## config.mk

```make
export PLATFORM = sky130hd
export DESIGN_NAME = config_chain_loader
export DESIGN_NICKNAME = d
export VERILOG_FILES = /design/src/rtl/config_chain_loader.sv
export SDC_FILE = /design/constraint.sdc
export NUM_CORES = 1
export LEC_CHECK = 0
export CAP_MARGIN = 30
export CORE_ASPECT_RATIO = 1.5
export CORE_MARGIN = 1.5
export CORE_UTILIZATION = 48
export CTS_CLUSTER_SIZE = 8
export DETAILED_ROUTE_END_ITERATION = 6
export PLACE_DENSITY = 0.87
export SYNTH_ARGS = -nofsm -noshare
export SYNTH_HDL_FRONTEND = slang
export SYNTH_SLANG_ARGS = --single-unit
```

## constraint.sdc

```tcl
create_clock -name prog_clk -period 1.86 [get_ports prog_clk]
set_input_delay 0.279 -clock prog_clk [delete_from_list [all_inputs] [get_ports prog_clk]]
set_output_delay 0.279 -clock prog_clk [all_outputs]
set_load 0.005 [all_outputs]
```

## src/rtl/config_chain_loader.sv

```systemverilog
// Loads a fabric CCFF chain MSB-first from a word stream, padding with a tie level when the stream ends early.
// Optional build macro CFG_PARITY_EN adds an s_parity input with an even-parity check on each accepted word.
module config_chain_loader #(
    parameter int unsigned WORD_W    = 8,
    parameter int unsigned CHAIN_LEN = 1024,
    parameter int unsigned CNT_W     = 16
) (
    input  logic              prog_clk,
    input  logic              pReset,
    input  logic              start,
    input  logic              abort,
    input  logic              fill_value,
    input  logic [WORD_W-1:0] s_data,
    input  logic              s_last,
    input  logic              s_valid,
    output logic              s_ready,
`ifdef CFG_PARITY_EN
    input  logic              s_parity,
`endif
    output logic              ccff_head,
    output logic              chain_en,
    output logic              busy,
    output logic              done,
    output logic              err,
    output logic [CNT_W-1:0]  bit_count
);

    localparam int unsigned WC_W = $clog2(WORD_W + 1);
    localparam logic [CNT_W-1:0] LEN_C  = CNT_W'(CHAIN_LEN);
    localparam logic [WC_W-1:0]  WMAX_C = WC_W'(WORD_W);

    typedef enum logic [2:0] {
        ST_IDLE,
        ST_LOAD,
        ST_SHIFT,
        ST_PAD,
        ST_DONE
    } state_t;

    state_t             state_q;
    logic [WORD_W-1:0]  sreg_q;
    logic [WC_W-1:0]    wcnt_q;
    logic               last_q;
    logic               fill_q;
    logic               s_ready_q;
    logic               ccff_head_q;
    logic               chain_en_q;
    logic               busy_q;
    logic               done_q;
    logic               err_q;
    logic [CNT_W-1:0]   bit_count_q;

    logic [CNT_W-1:0]   bit_count_d;
    logic [WC_W-1:0]    wcnt_d;
    logic               hs;
    logic               par_bad;

    assign bit_count_d = bit_count_q + CNT_W'(1);
    assign wcnt_d      = wcnt_q + WC_W'(1);
    assign hs          = s_valid & s_ready_q;

`ifdef CFG_PARITY_EN
    assign par_bad = s_parity ^ (^s_data);
`else
    assign par_bad = 1'b0;
`endif

    always_ff @(posedge prog_clk or posedge pReset) begin
        if (pReset) begin
            state_q     <= ST_IDLE;
            sreg_q      <= '0;
            wcnt_q      <= '0;
            last_q      <= 1'b0;
            fill_q      <= 1'b0;
            s_ready_q   <= 1'b0;
            ccff_head_q <= 1'b0;
            chain_en_q  <= 1'b0;
            busy_q      <= 1'b0;
            done_q      <= 1'b0;
            err_q       <= 1'b0;
            bit_count_q <= '0;
        end else begin
            case (state_q)
                ST_IDLE, ST_DONE: begin
                    chain_en_q  <= 1'b0;
                    ccff_head_q <= 1'b0;
                    if (start) begin
                        state_q     <= ST_LOAD;
                        busy_q      <= 1'b1;
                        done_q      <= 1'b0;
                        err_q       <= 1'b0;
                        bit_count_q <= '0;
                        fill_q      <= fill_value;
                        s_ready_q   <= 1'b1;
                    end
                end
                ST_LOAD: begin
                    chain_en_q <= 1'b0;
                    if (abort || (hs && par_bad)) begin
                        state_q     <= ST_IDLE;
                        s_ready_q   <= 1'b0;
                        ccff_head_q <= 1'b0;
                        busy_q      <= 1'b0;
                        err_q       <= 1'b1;
                    end else if (hs) begin
                        state_q   <= ST_SHIFT;
                        s_ready_q <= 1'b0;
                        sreg_q    <= s_data;
                        last_q    <= s_last;
                        wcnt_q    <= '0;
                    end
                end
                ST_SHIFT, ST_PAD: begin
                    if (abort) begin
                        state_q     <= ST_IDLE;
                        chain_en_q  <= 1'b0;
                        ccff_head_q <= 1'b0;
                        busy_q      <= 1'b0;
                        err_q       <= 1'b1;
                    end else begin
                        chain_en_q  <= 1'b1;
                        bit_count_q <= bit_count_d;
                        if (state_q == ST_SHIFT) begin
                            ccff_head_q <= sreg_q[WORD_W-1];
                            sreg_q      <= sreg_q << 1;
                            wcnt_q      <= wcnt_d;
                        end else begin
                            ccff_head_q <= fill_q;
                        end
                        // Chain full wins over word boundary; leftover word bits are dropped.
                        if (bit_count_d == LEN_C) begin
                            state_q <= ST_DONE;
                            busy_q  <= 1'b0;
                            done_q  <= 1'b1;
                            err_q   <= (state_q == ST_SHIFT) && !last_q;
                        end else if (state_q == ST_SHIFT && wcnt_d == WMAX_C) begin
                            if (last_q) begin
                                state_q <= ST_PAD;
                            end else begin
                                state_q   <= ST_LOAD;
                                s_ready_q <= 1'b1;
                            end
                        end
                    end
                end
                default: begin
                    state_q <= ST_IDLE;
                end
            endcase
        end
    end

    assign s_ready   = s_ready_q;
    assign ccff_head = ccff_head_q;
    assign chain_en  = chain_en_q;
    assign busy      = busy_q;
    assign done      = done_q;
    assign err       = err_q;
    assign bit_count = bit_count_q;

endmodule
```

* Word level (Yosys, flattened, before mapping)
Cells that the tools add are included.
** Word-level totals
- Output and inout port bits :: 22
- Bits in registers :: 39
- Logic and storage cells :: 101
** Cells by class
- Bitwise gates (word level) :: 2
- Reduce and logical (&&, ||, !) cells :: 20
- Add/sub/neg operators :: 2
- Muxes and demuxes :: 46
- Eq/ne operators :: 19
** Operators by type and width (count)
- two-way mux 16 bit :: 2
- two-way mux 8 bit :: 4
- one-hot mux 16 bit (2 select lines) :: 1
- inequality test 2 bit (second input constant) :: 10
- two-way mux 1 bit :: 19
- two-way mux 3 bit :: 6
- adder 16 x 1 -> 16 bit (second input constant) :: 1
- == test 16 x 11 -> 1 bit (second input constant) :: 1
- two-way mux 4 bit :: 4
- one-hot mux 8 bit (2 select lines) :: 1
- one-hot mux 1 bit (3 select lines) :: 4
- one-hot mux 3 bit (3 select lines) :: 1
- AND reduction 3 bit :: 3
- one-hot mux 4 bit (2 select lines) :: 1
- AND reduction 4 bit :: 2
- AND reduction 7 bit :: 1
- == test 3 x 2 -> 1 bit (second input constant) :: 2
- inequality test 3 bit (second input constant) :: 2
- nonzero test 2 bit :: 3
- AND reduction 5 bit :: 1
- adder 4 x 1 -> 4 bit (second input constant) :: 1
- == test 4 bit (second input constant) :: 1
- inequality test 4 bit (second input constant) :: 1
- one-hot mux 1 bit (2 select lines) :: 2
- 12 further kinds :: 15

* Logic depth before layout (Yosys ltp)
Gate-level depths: netlist of run 1.
- Word-level depth :: 7
- Mapped depth :: 8
- Mapped depth without buffers :: 7

* Worst setup path before layout of run 1
Ideal clock, no wire load.
- Path type :: flip-flop to flip-flop
- Start point :: reg bit_count_q[0], in the netlist bit_count[0]
- End point :: reg s_ready_q, in the netlist s_ready
- Stages on the path, launching flop included :: 8
- Slack :: -0.215 ns
- Data required time :: 1.718 ns
- Clock period less this slack :: 2.075 ns
- Arrival :: 1.933 ns
- Cells stage by stage :: dfrtp_1 -> ha_1 -> nand2_1 -> o32ai_1 -> o2111ai_2 -> a2111oi_4 -> and2_4 -> o311ai_2
** On the way
- Longest elaborated chain between the ends :: 4
** Ends and longest elaborated chain
- start: declaration :: line 51 : logic [CNT_W-1:0] bit_count_q;
- start signal: assignment :: line 122 : bit_count_q <= bit_count_d;
- adder 16 x 1 -> 16 bit :: line 58 : assign bit_count_d = bit_count_q + CNT_W'(1);
- == test 16 x 11 -> 1 bit :: line 131 : if (bit_count_d == LEN_C) begin
- inequality test 2 bit (no line)
- AND reduction 7 bit (no line)
- end signal: assignment :: line 75 : s_ready_q <= 1'b0;
- end signal: assignment :: line 94 : s_ready_q <= 1'b1;
- end signal: assignment :: line 141 : s_ready_q <= 1'b1;
- end: declaration :: line 45 : logic s_ready_q;
No other way between the ends.
A chain may end at the register's enable or synchronous reset.

* Final worst setup path of run 1
- Start point :: reg bit_count_q[1], in the netlist bit_count[1]
- End point :: reg s_ready_q, in the netlist s_ready
The elaborated chain is that of the path after synthesis.

==> results of run 1 <==
cells by family after synthesis:
kind of cell / after synthesis / share of synthesized area [%]
adder cells (fa/ha/maj): 3 / 1.63
buffers and inverters: 22 / 4.83
flip-flops: 39 / 42.3
XOR/XNOR: 7 / 2.66
AO/OA/AOI/OAI: 72 / 21.7
multiplexers: 12 / 5.37
AND/OR/NAND/NOR: 91 / 21.5
registers in the layout, indices dropped and copies added, names as in the netlist, 3 cells and up:
register,cells
bit_count,16
sreg_q,8
state_q,3
wcnt_q,4
area by class of cell:
type	instances	area (sq um)	area share, %
clock buffers	5	68.8	2.11
clock inverters	3	20.0	0.614
inverters	2	7.51	0.230
multi-input cells	185	1350	41.4
flip-flops and latches	39	986	30.2
well taps	64	80.1	2.46
repair buffers	86	747	22.9
timing repair:
action / 4_1_cts / 5_1_grt
resized for setup: 13 / 19
pin swaps: 1 / 5
buffers inserted: 3 / 4
setup endpoints to repair: 9 / 10
gates cloned: 0 / 0
synth_stat cells (4+ instances only):
cell	count	area share [%]
mux2i_1	9	3.9
nand3_1	8	1.7
nand4_1	4	1.1
buf_4	4	1.3
dfrtp_1	39	42
o31ai_1	7	2.3
a21oi_1	4	0.87
nor2_1	20	3.3
nand2_1	29	4.7
o21ai_0	33	7.2
clkbuf_1	10	1.6
xnor2_1	5	1.9
buf_2	4	0.87
stage by stage:
stage	util (%)	hold slack [ns]	setup TNS (ns)
floorplan	-	0.429	0
global placement	65.2	0.460	-6.49
detailed placement	65.4	0.471	-1.54
CTS	69.0	0.425	-0.188
global route	71.2	0.451	-1.10
finish	71.2	0.408	-0.439
layer usage:
layer	vias to the layer above	share of wire [%]	GRT usage (%)
li1	1042	-	-
met1	1060	40	26.6
met2	77	54	42.4
met3	11	4.0	4.58
met4	0	1.9	12.5
met5	-	0	0
final timing paths:
kind | startpoint | endpoint | slack [ns] | depth (start not counted)
hold / removal | pReset | sreg_q[4]$_DFFE_PP0P_ | 0.41 | 3
hold reg to reg | sreg_q[4]$_DFFE_PP0P_ | sreg_q[4]$_DFFE_PP0P_ | 0.49 | 2
max in group asynchronous | pReset | bit_count[1]$_DFFE_PP0P_ | 1.07 | 3
setup / recovery | bit_count[1]$_DFFE_PP0P_ | s_ready$_DFFE_PP0P_ | -0.08 | 7
setup reg to reg | bit_count[1]$_DFFE_PP0P_ | s_ready$_DFFE_PP0P_ | -0.08 | 7
min in group prog_clk | sreg_q[4]$_DFFE_PP0P_ | sreg_q[4]$_DFFE_PP0P_ | 0.49 | 2
power by group:
| group | internal, mW | total, mW | switching [mW] |
|---|---|---|---|
| Clock | 0.261 | 0.576 | 0.315 |
| Sequential | 1.04 | 1.19 | 0.149 |
| Combinational | 0.498 | 0.991 | 0.493 |
worst max-delay path, delay by kind of cell (launching register included):
family                 cells  cell delay [ns]
buffers and inverters      1             0.15
DFF                        1             0.44
AOI/OAI and AO/OA          3             0.81
and+or+nand+nor            3             0.41
==> qor.yml, run 1 <==
violations: "negative setup slack"
power_mw: 2.75
max_stage_delay_ns: 0.44
rsz0062_at_grt: "true"
worst_slew_pin_slew_ns: 0.538
worst_ep_arrival_time_ns: 2.11
power.density_nw_per_um2: 844
synth_flop_cell: "dfrtp_1"
row_count: 30
grt_pass1_wl_um: 9640
core_area_sq_um: 4580
numPortBuffers: 36
hold_viol_final: 0
drc: 0
setup_slack_ns: -0.0800
status: "complete, but fails checks"
layout.nets: 337
final_area_sq_um: 3260
clkTransAtPathRegs_ns: 0.08
cts_buffers: 5
instances_no_fill: 384
synth_cell_type_count: 60
async_flop_share_pct: 100
postCtsHoldBufs: 0
critPathMaxFanout: 5
dp_hpwl_um: 4120
diodes: 0
gr-total-overflow: 0
worstSkewPairLatency_ns: 0.30
synth_edf_count: 0
cts_max_level: 2
synthesis.area_sq_um: 2310
timing.fmax_ghz: 0.515
maxCapViolations: 0
io_pins: 37
crit_chain: "buf_4 -> nand3_4 -> nor2_4 -> a211o_1 -> a2111oi_4 -> and2_4 -> o311ai_2"
grt_start_max_net_pins: 40
place_congestion: 0.870
skew_ns: 0.0116
areaGrowthSynthToFinish_pct: 41.4
synth_nets: 264
ys_seq_area_share_pct: 42.3
clock_sinks: 39
ir_drop_v: 0.000730
avgViaCountPerCell: 5.70
vias: 2190
worstSetupStartpointType: "register"
cp.required_ns: 2.03
hold_path_class: "in2async"
cts_tree: "built"
clk_path_buf_depth: 2
ys_ff_latch: 39
drive_above_1_share_pct: 31.3
wl_um: 5950
grt_usage_pct: 24.0
antenna_found_initial: 0
pre_cts_slack_ns: -0.146
ant_nets: 0
die_h_um: 87.9
critical_path_class: "reg2reg"
first_pass_iters: 4
syn_inst: 246
cp-end-kind: "register"
dp_cells: 369
layout_common_cells: "buf_4 (47), clkdlybuf4s50_1 (36), dfrtp_1 (31), o21ai_0 (28), nand2_1 (27)"
final_common_cell: "buf_4"
critPathSlowestCell: "dfrtp_2"
die_w_um: 59.6
wl_per_cell_um: 15.5
root_buffer: "clkbuf_8"
avgSynthCellArea_sq_um: 9.37
die_area_sq_um: 5240
fill_cells: 363
drt_iter0_markers: 202
first_global_vias: 2180
synth_warnings: 0
initial_core_util_pct: 50.4
relSlewSlack_pct: 64.2
leakage_nw: 1.39
drv_slew: 0
fin_crit_sh_pct: 104
setup_violations: 7
placed_cell_area_sq_um: 3000
layout_min_cycle_time_ns: 1.94
Power figures use the tool's default switching activity.
==> inputs of run 2 (changes only) <==
Settings changed: REMOVE_ABC_BUFFERS set to 1.
==> run 2 against run 1 <==
  * The flow still finishes with violations (negative setup slack)
  * Cell count increased by 3.4%
  * Combinational power increased by 7%
  * Wire length increased by 21%
  * Register-to-register slack got worse by 0.09 ns
  * Clock skew decreased by 0.0039 ns
  * Critical path depth decreased by 1
  * Critical endpoint is now state_q[0]$_DFFE_PP0P_
  * Largest cell class unchanged
==> qor.yml, run 2 (synthesis gave the netlist of run 1 again) <==
cp.required_ns: 2.03  # about the same
setup_slack_ns: -0.171  # -0.0914 ns
dp_cells: 371  # +0.54%
areaGrowthSynthToFinish_pct: 52.4
power.density_nw_per_um2: 880  # +4.2%
numPortBuffers: 36  # unchanged
vias: 2316  # +5.8%
cts_tree: "built"
avgViaCountPerCell: 5.83  # +2.3%
power_mw: 3.09  # +12%
largest_register_ff_count: 16  # unchanged
relSlewSlack_pct: 65.9  # +1.7 points
gr-total-overflow: 0  # unchanged
setup_violations: 8  # +1
timing.reg2reg.setup_slack_ns: -0.17  # -0.09 ns
layout.nets: 350  # +3.9%
wl_um: 7190  # +21%
initial_core_util_pct: 50.4  # unchanged
cp-end-kind: "register"
rsz0062_at_grt: "true"
cts_buffers: 5  # unchanged
drv_slew: 0  # unchanged
clk_path_buf_depth: 2  # unchanged
first_pass_iters: 4  # unchanged
layout_min_cycle_time_ns: 2.03  # +0.0914 ns
drt_iter0_markers: 76  # -62%
drive_above_1_share_pct: 35.1  # +3.9 points
grt_start_max_net_pins: 40  # unchanged
skew_ns: 0.00779  # -0.00385 ns
worstSetupStartpointType: "register"
final-seq-area_sq_um: 987  # +0.13%
fin_worst_hold_slack_ns: 0.394  # -0.0142 ns
die_h_um: 87.9  # unchanged
rr_worst_depth: 6  # -1
dp_hpwl_um: 4260  # +3.3%
timing.fmax_ghz: 0.492  # -4.5%
diodes: 0  # unchanged
fin_crit_sh_pct: 109  # +4.9 points
drc: 0  # unchanged
worst_slew_pin_slew_ns: 0.512  # -0.0260 ns
critical_path_class: "reg2reg"
first_global_vias: 2384  # +9.4%
core_area_sq_um: 4580  # unchanged
critPathMaxFanout: 8  # +3
root_buffer: "clkbuf_8"
wl_per_cell_um: 18.1  # +17%
maxCapViolations: 0  # unchanged
status: "complete, but fails checks"
die_w_um: 59.6  # unchanged
worstSkewPairLatency_ns: 0.30  # about the same
place_congestion: 0.907  # +4.3%
clkTransAtPathRegs_ns: 0.08  # about the same
ant_nets: 0  # unchanged
hold_path_class: "in2async"
layout_common_cells: "buf_4 (56), clkdlybuf4s50_1 (36), o21ai_0 (30), dfrtp_1 (30), nand2_1 (27)"
fill_cells: 324  # -11%
timing.rr.start: "bit_count[7]$_DFFE_PP0P_"
row_count: 30  # unchanged
die_area_sq_um: 5240  # unchanged
ir_drop_v: 0.000659  # -9.8%
worst_ep_arrival_time_ns: 2.20  # +0.09 ns
violations: "negative setup slack"
r2r_end: "state_q[0]$_DFFE_PP0P_"
antenna_found_initial: 0  # unchanged
cts_max_level: 2  # unchanged
instances_no_fill: 397  # +3.4%
multi_input_area_sq_um: 1450  # +7.0%
hold_viol_final: 0  # unchanged
leakage_nw: 1.49  # +7.0%
io_pins: 37  # unchanged
final_common_cell: "buf_4"
setup_tns_ns: -1.03  # -0.595 ns
grt_pass1_wl_um: 10900  # +13%
grt_usage_pct: 27.6  # +3.6 points
clock_sinks: 39  # unchanged
-- run 2: power breakdown --
part / internal, mW / leakage [nW] / switching [mW] / total, mW
Clock: 0.537 / 0.0654 / 0.316 / 0.853
Combinational: 0.521 / 0.922 / 0.540 / 1.06
Sequential: 1.03 / 0.504 / 0.144 / 1.18
-- run 2: repair_timing --
item                                    in CTS  in global routing
hold buffers                                 0                  0
gates resized for setup                     38                 16
pin swaps                                   15                 12
endpoints found under the setup margin       9                 10
buffers inserted                            13                  5
-- run 2: final cells by class --
class	instances	area share (%)
clock buffer	6	2.07
sequential	39	28.1
inverter	2	0.214
multi-input combinational	185	41.2
tap	64	2.28
timing repair buffer	99	24.5
clock inverter	2	1.71
-- run 2: worst max-delay path by stage --
stage,from,end,slack (ns),depth (start not counted)
final,bit_count[7]$_DFFE_PP0P_,state_q[0]$_DFFE_PP0P_,-0.17,6
after global routing,bit_count[0]$_DFFE_PP0P_,s_ready$_DFFE_PP0P_,-0.25,7
after CTS,bit_count[1]$_DFFE_PP0P_,s_ready$_DFFE_PP0P_,-0.1,7
after detailed placement,bit_count[4]$_DFFE_PP0P_,s_ready$_DFFE_PP0P_,-0.22,6
after global placement,abort,bit_count[12]$_DFFE_PP0P_,-0.41,6
after floorplan,bit_count[0]$_DFFE_PP0P_,s_ready$_DFFE_PP0P_,-0.23,7
-- run 2: critical path, stage by stage, from the launching register on --
cell       delay, ns
dfrtp_2         0.48
nand4_2         0.23
nor3_4          0.28
xnor2_2         0.13
a2111oi_4       0.42
and2_4          0.26
o32ai_4         0.09
-- run 2: routing by layer --
layer | global-route usage [%] | wire, um | share of wire (%)
met5 | 0 | 0 | 0
met4 | 17.4 | 442 | 6.2
met3 | 4.43 | 339 | 4.7
met2 | 50.8 | 3870 | 54
met1 | 27.8 | 2540 | 35
-- run 2: stage by stage --
step	area [sq um]	utilization [%]	setup slack [ns]
detailed placement	2980	65.1	-0.222
floorplan	2200	-	-0.235
CTS	3410	74.4	-0.0981
global route	3510	76.7	-0.247
global placement	2970	64.9	-0.412
finish	3510	76.7	-0.171
